==> src/rtl/apb_pkg.sv <==
`default_nettype none
// ---------------------------------------------------------------
// apb_pkg : shared state encoding and bus width defaults. Rev 1.0
// ---------------------------------------------------------------
package apb_pkg;

    localparam int APB_ADDR_W = 32;
    localparam int APB_DATA_W = 32;

    // 2'b11 is deliberately left unused; the FSM treats it as illegal.
    typedef enum logic [1:0] {
        ST_IDLE   = 2'b00,
        ST_SETUP  = 2'b01,
        ST_ACCESS = 2'b10
    } apb_state_t;

endpackage
`default_nettype wire

==> src/rtl/apb_rr_pick.sv <==
`default_nettype none
// ---------------------------------------------------------------
// apb_rr_pick : combinational round-robin picker. Rev 1.0
// ---------------------------------------------------------------
module apb_rr_pick #(
    parameter int NUM_REQ = 4,
    parameter int IDX_W   = $clog2(NUM_REQ)
) (
    input  logic [NUM_REQ-1:0] req,
    input  logic [NUM_REQ-1:0] mask,
    input  logic [IDX_W-1:0]   ptr,
    output logic [IDX_W-1:0]   idx,
    output logic               valid
);

    logic [NUM_REQ-1:0] cand;
    logic [IDX_W-1:0]   pos;
    int                 j;

    assign cand = req & ~mask;

    // Scan from ptr upwards with wrap; first candidate found wins.
    always_comb begin
        idx   = '0;
        valid = 1'b0;
        pos   = '0;
        j     = 0;
        for (int k = 0; k < NUM_REQ; k++) begin
            j = int'(ptr) + k;
            if (j >= NUM_REQ) begin
                j = j - NUM_REQ;
            end
            pos = IDX_W'(j);
            if (!valid && cand[pos]) begin
                valid = 1'b1;
                idx   = pos;
            end
        end
    end

endmodule
`default_nettype wire

==> src/rtl/apb_req_arbiter.sv <==
`default_nettype none
// ---------------------------------------------------------------
// apb_req_arbiter : round-robin sharing of one APB master port. Rev 1.0
// ---------------------------------------------------------------
module apb_req_arbiter
    import apb_pkg::*;
#(
    parameter int NUM_REQ     = 4,
    parameter int ADDR_W      = APB_ADDR_W,
    parameter int DATA_W      = APB_DATA_W,
    parameter int TIMEOUT_CYC = 255
) (
    input  logic                       PCLK,
    input  logic                       PRESETn,
    input  logic [NUM_REQ-1:0]         req,
    input  logic [NUM_REQ-1:0]         req_write,
    input  logic [NUM_REQ*ADDR_W-1:0]  req_addr,
    input  logic [NUM_REQ*DATA_W-1:0]  req_wdata,
    output logic [NUM_REQ-1:0]         done,
    output logic [DATA_W-1:0]          rsp_rdata,
    output logic                       rsp_err,
    output logic                       PSEL,
    output logic                       PENABLE,
    output logic                       PWRITE,
    output logic [ADDR_W-1:0]          PADDR,
    output logic [DATA_W-1:0]          PWDATA,
    input  logic                       PREADY,
    input  logic [DATA_W-1:0]          PRDATA,
    input  logic                       PSLVERR
);

    localparam int IDX_W = $clog2(NUM_REQ);
    localparam int WD_W  = (TIMEOUT_CYC > 0) ? $clog2(TIMEOUT_CYC + 1) : 1;

    apb_state_t         state, state_n;
    logic [IDX_W-1:0]   rr_ptr, rr_ptr_n;
    logic [IDX_W-1:0]   gnt, gnt_n;
    logic [WD_W-1:0]    wd, wd_n;
    logic               psel_n, penable_n, pwrite_n;
    logic [ADDR_W-1:0]  paddr_n;
    logic [DATA_W-1:0]  pwdata_n;
    logic [NUM_REQ-1:0] pick_mask;
    logic [IDX_W-1:0]   win_idx;
    logic               win_valid;
    logic               load;
    logic               timeout_hit;

    logic [ADDR_W-1:0]  addr_a  [NUM_REQ];
    logic [DATA_W-1:0]  wdata_a [NUM_REQ];

    for (genvar g = 0; g < NUM_REQ; g++) begin : g_unpack
        assign addr_a[g]  = req_addr[g*ADDR_W +: ADDR_W];
        assign wdata_a[g] = req_wdata[g*DATA_W +: DATA_W];
    end

    apb_rr_pick #(
        .NUM_REQ (NUM_REQ),
        .IDX_W   (IDX_W)
    ) u_pick (
        .req   (req),
        .mask  (pick_mask),
        .ptr   (rr_ptr),
        .idx   (win_idx),
        .valid (win_valid)
    );

    assign timeout_hit = (TIMEOUT_CYC != 0) && !PREADY && (wd == WD_W'(TIMEOUT_CYC));

    always_comb begin
        state_n   = state;
        rr_ptr_n  = rr_ptr;
        gnt_n     = gnt;
        wd_n      = wd;
        psel_n    = PSEL;
        penable_n = PENABLE;
        pwrite_n  = PWRITE;
        paddr_n   = PADDR;
        pwdata_n  = PWDATA;
        pick_mask = '0;
        load      = 1'b0;
        done      = '0;
        rsp_rdata = '0;
        rsp_err   = 1'b0;

        case (state)
            ST_IDLE: begin
                psel_n    = 1'b0;
                penable_n = 1'b0;
                if (win_valid) begin
                    load    = 1'b1;
                    psel_n  = 1'b1;
                    state_n = ST_SETUP;
                end
            end
            ST_SETUP: begin
                penable_n = 1'b1;
                wd_n      = '0;
                state_n   = ST_ACCESS;
            end
            ST_ACCESS: begin
                if (PREADY) begin
                    done[gnt]      = 1'b1;
                    rsp_rdata      = PRDATA;
                    rsp_err        = PSLVERR;
                    penable_n      = 1'b0;
                    wd_n           = '0;
                    // The finishing requester still holds req this edge.
                    pick_mask[gnt] = 1'b1;
                    if (win_valid) begin
                        load    = 1'b1;
                        state_n = ST_SETUP;
                    end else begin
                        psel_n  = 1'b0;
                        state_n = ST_IDLE;
                    end
                end else if (timeout_hit) begin
                    done[gnt] = 1'b1;
                    rsp_err   = 1'b1;
                    psel_n    = 1'b0;
                    penable_n = 1'b0;
                    wd_n      = '0;
                    state_n   = ST_IDLE;
                end else begin
                    wd_n = wd + 1'b1;
                end
            end
            default: begin
                psel_n    = 1'b0;
                penable_n = 1'b0;
                wd_n      = '0;
                state_n   = ST_IDLE;
            end
        endcase

        if (load) begin
            gnt_n    = win_idx;
            paddr_n  = addr_a[win_idx];
            pwdata_n = wdata_a[win_idx];
            pwrite_n = req_write[win_idx];
            rr_ptr_n = (win_idx == IDX_W'(NUM_REQ - 1)) ? '0 : win_idx + 1'b1;
        end
    end

    always_ff @(posedge PCLK or negedge PRESETn) begin
        if (!PRESETn) begin
            state   <= ST_IDLE;
            rr_ptr  <= '0;
            gnt     <= '0;
            wd      <= '0;
            PSEL    <= 1'b0;
            PENABLE <= 1'b0;
            PWRITE  <= 1'b0;
            PADDR   <= '0;
            PWDATA  <= '0;
        end else begin
            state   <= state_n;
            rr_ptr  <= rr_ptr_n;
            gnt     <= gnt_n;
            wd      <= wd_n;
            PSEL    <= psel_n;
            PENABLE <= penable_n;
            PWRITE  <= pwrite_n;
            PADDR   <= paddr_n;
            PWDATA  <= pwdata_n;
        end
    end

endmodule
`default_nettype wire
==> config.mk <==
export PLATFORM = sky130hd
export DESIGN_NAME = apb_req_arbiter
export DESIGN_NICKNAME = d
export VERILOG_FILES = /design/src/rtl/apb_pkg.sv /design/src/rtl/apb_rr_pick.sv /design/src/rtl/apb_req_arbiter.sv
export SDC_FILE = /design/constraint.sdc
export NUM_CORES = 1
export LEC_CHECK = 0
export CELL_PAD_IN_SITES_DETAIL_PLACEMENT = 1
export CELL_PAD_IN_SITES_GLOBAL_PLACEMENT = 2
export CORE_ASPECT_RATIO = 1.4
export CORE_MARGIN = 4
export CORE_UTILIZATION = 20
export DETAILED_ROUTE_END_ITERATION = 12
export PLACE_DENSITY_LB_ADDON = 0.08
export SLEW_MARGIN = 15
export SYNTH_ARGS = -nofsm -noshare
export SYNTH_HDL_FRONTEND = slang
export SYNTH_HIERARCHICAL = 1
export SYNTH_SLANG_ARGS = --single-unit
==> constraint.sdc <==
create_clock -name PCLK -period 3.65 [get_ports PCLK]
set_input_delay 0.73 -clock PCLK [delete_from_list [all_inputs] [get_ports PCLK]]
set_output_delay 0.73 -clock PCLK [all_outputs]
set_load 0.02 [all_outputs]
==> reports/metrics.csv <==
stage;metric;value;unit
worst_setup_path;crit_required;2.92;ns
status;status;finished, final reports clean;
power;power.net_switching;2640;uW
layout;nFillCells;2754;
worst_setup_path;critPathLaunch;PREADY;
global_route;antenna_found_initial;1;
clocking;clock-root-buffer;clkbuf_16;
synth;yosys-top-cells-area;dfrtp_1, mux4_2, mux2_2;
placed_design;gp_congestion;0.796;
worst_setup_path;cp-start-kind;input port;
timing;rsz0062_at_grt;no;
route;num_vias;4938;
layout;nets;1062;
clocking;cts_tree;done;
timing;fin_tns_setup;0;ns
timing;slew_violations;0;
synth;synth_nets;660;
synth;ys_top_cells_by_count;dfrtp_1, mux4_2, mux2_2;
power;ir_drop;0.237;mV
power;p_int;4670;uW
floorplan;core-area;0.0261;mm2
worst_setup_path;path_class;in2out;
timing;min_period;3.38;ns
floorplan;start_util;20.2;%
route;viasPerCell;4.53;
global_route;gr-max-usage-layer;met2;
timing;finalHoldViolCount;0;
timing;period_share;92.6;%
global_route;grt_usage;16.4;%
clocking;numCtsBuffers;9;
min_path;hold_class;in2async;
synth;ys_ff_latch;81;
worst_setup_path;worst-path-max-fanout;37;
global_route;met3_usage;5.57;%
global_route;grt_overflow;0;
timing;relSlewSlack;41.0;%
timing;setup_viol;0;
power;seqPwrFrac;22.4;%
route;drtAntennaViolNets;0;
synth;ys_warn_count;6;
global_route;grt_first_pass_wirelength;36.1;mm
floorplan;die-area;0.0291;mm2
route;drc;0;
synth;synth-seq-area-share;38.4;%
synth;async_reset_ff_share;100;%
synth;synth_edf_count;0;
global_route;grt_pass1_vias;5792;
route;routed_wl;24.3;mm
floorplan;ios;404;
floorplan;rows;70;
timing;fin_skew;0.00970;ns
timing;worst_slew_pin_slew;0.885;ns
global_route;grt_max_degree;61;
power;p_per_area;722;mW/mm2
worst_setup_path;crit_end;done[0];
clocking;cts.reportedPaths.clkPinSlew;0.07;ns
synth;netlist_area;0.00528;mm2
synth;synthFlopType;dfrtp_1;
clocking;clk_path_buf_depth;2;
synth;ys_types;39;
route;wl_per_cell;22.3;um
clocking;cts_sinks;81;
power;power.leakage;0.00398;uW
worst_setup_path;critPathArrivalTime;2.65;ns
floorplan;fp.dieW;145;um
placed_design;port_buffers;403;
global_route;use_met1;16.2;%
job;maxCapViolCount;0;
synth;synth_most_common_cell;dfrtp_1;
power;sw_frac_of_total;36.1;%
worst_setup_path;reg2reg_to;PWDATA[22];
timing;fmax;296;MHz
global_route;use_met2;32.5;%
worst_setup_path;rrSetupSlack;0.67;ns
route;drtIter0Drc;134;
power;pwr-share-comb;62.6;%
floorplan;fp.dieH;200;um
clocking;clkLatencyLatePin;0.36;ns
layout;multi_input_area;0.00306;mm2
route;firstDrtPassIters;4;
synth;syn_inst;358;
worst_setup_path;reg2reg_depth;10;
clocking;cts_resized;0;
layout;area_delta_synth_final;91.5;%
layout;layout.area.seq;0.00203;mm2
synth;synth_largest_area_cell;dfrtp_1;
synth;synth_area_per_cell;14.8;um2
power;clkPwrFrac;15.0;%
power;total_power;7310;uW
clocking;cts_hold_buf;0;
layout;drive_gt1_share;23.1;%
worst_setup_path;crit_path_end_kind;output port;
placed_design;place_hpwl;20.1;mm
worst_setup_path;r2r_start;state[1];
synth;yosys.area.top_type_share;38.4;%
clocking;postCtsSetupRepairBufs;0;
clocking;cts-htree-levels;3;
## state kept, by name, summed over array words and instances (netlist names)
name / count
rr_ptr: 2
wd: 8
PWRITE: 1
PWDATA: 32
state: 2
PSEL: 1
PADDR: 32
PENABLE: 1
gnt: 2
## kinds of logic (layout without fill, tap and decap cells)
family,count (synthesis),count (layout),synth area share (%)
muxes,136,136,44.8
DFF,81,81,38.4
and+or+nand+nor,76,76,8.22
buffers and inverters,35,442,4.24
AOI/OAI and AO/OA,28,28,3.88
adders and majority gates,2,2,0.474
other,0,1,0
## area by class of cell
| cell class | count | area share (%) |
|---|---|---|
| well taps | 324 | 4.01 |
| multi-input cells | 242 | 30.3 |
| inverters | 5 | 0.186 |
| diodes | 1 | 0.0247 |
| clock inverters | 5 | 1.01 |
| flip-flops and latches | 81 | 20.0 |
| clock buffers | 11 | 2.40 |
| repair buffers | 421 | 42.1 |
## power by group through the flow
| stage | Sequential (uW) | Clock, uW | Combinational [uW] |
|---|---|---|---|
| 5_1_grt | 1710 | 1170 | 4880 |
| 4_1_cts | 1650 | 1140 | 4690 |
| 3_5_place_dp | 1650 | 0 | 4680 |
| 3_3_place_gp | 1640 | 0 | 4630 |
| 2_1_floorplan | 2060 | 0 | 2340 |
| 6_report | 1640 | 1100 | 4570 |
## per-layer routing
layer | wire length [um] | up-vias | share of wire (%)
li1 | - | 2218 | -
met1 | 8270 | 2485 | 34
met2 | 14000 | 214 | 58
met3 | 1730 | 19 | 7.1
met4 | 312 | 2 | 1.3
met5 | 18 | - | 0.074
## worst min-delay path by stage
stage / from / to / slack [ns]
3_5_place_dp: wd[7] / wd[7] / 0.48
3_3_place_gp: PENABLE / PENABLE / 0.47
4_1_cts: wd[7] / wd[7] / 0.49
6_report: PRESETn / PWDATA[0] / 0.47
2_1_floorplan: PRESETn / PADDR[0] / 0.43
5_1_grt: wd[7] / wd[7] / 0.51
## cells in the final DEF (no fill, tap or decap), types with 4 or more instances in the layout
cell type and instances:
nor3_1 4, nor2_1 10, mux2_4 28, o21ai_0 4, dfrtp_1 81, mux4_2 65, a21oi_1 7, buf_4 12
nand2_1 9, nand3_1 5, clkbuf_16 9, inv_1 5, clkdlybuf4s50_1 402, mux2_2 42, nand2b_1 6, buf_12 7
and3_1 34
## through the flow
stage / util, % / cell area [um2] / hold slack (ns) / std cells / setup slack [ns]
finish: 38.8 / 10100 / 0.473 / 1090 / 0.272
global route: 38.7 / 10100 / 0.512 / 1089 / 0.0894
CTS: 38.7 / 10100 / 0.492 / 1089 / 0.219
detailed placement: 37.4 / 9770 / 0.482 / 1073 / 0.0765
global placement: 37.4 / 9770 / 0.469 / 1073 / 0.166
floorplan: - / 5280 / 0.434 / 358 / 0.670
## worst max-delay path, cell delays in order
cell	delay, ns
clkdlybuf4s50_1	0.49
buf_4	0.29
o21ai_0	0.27
nor3_1	0.20
clkdlybuf4s50_1	0.66
Note: power is estimated with default switching activity, not from simulation.
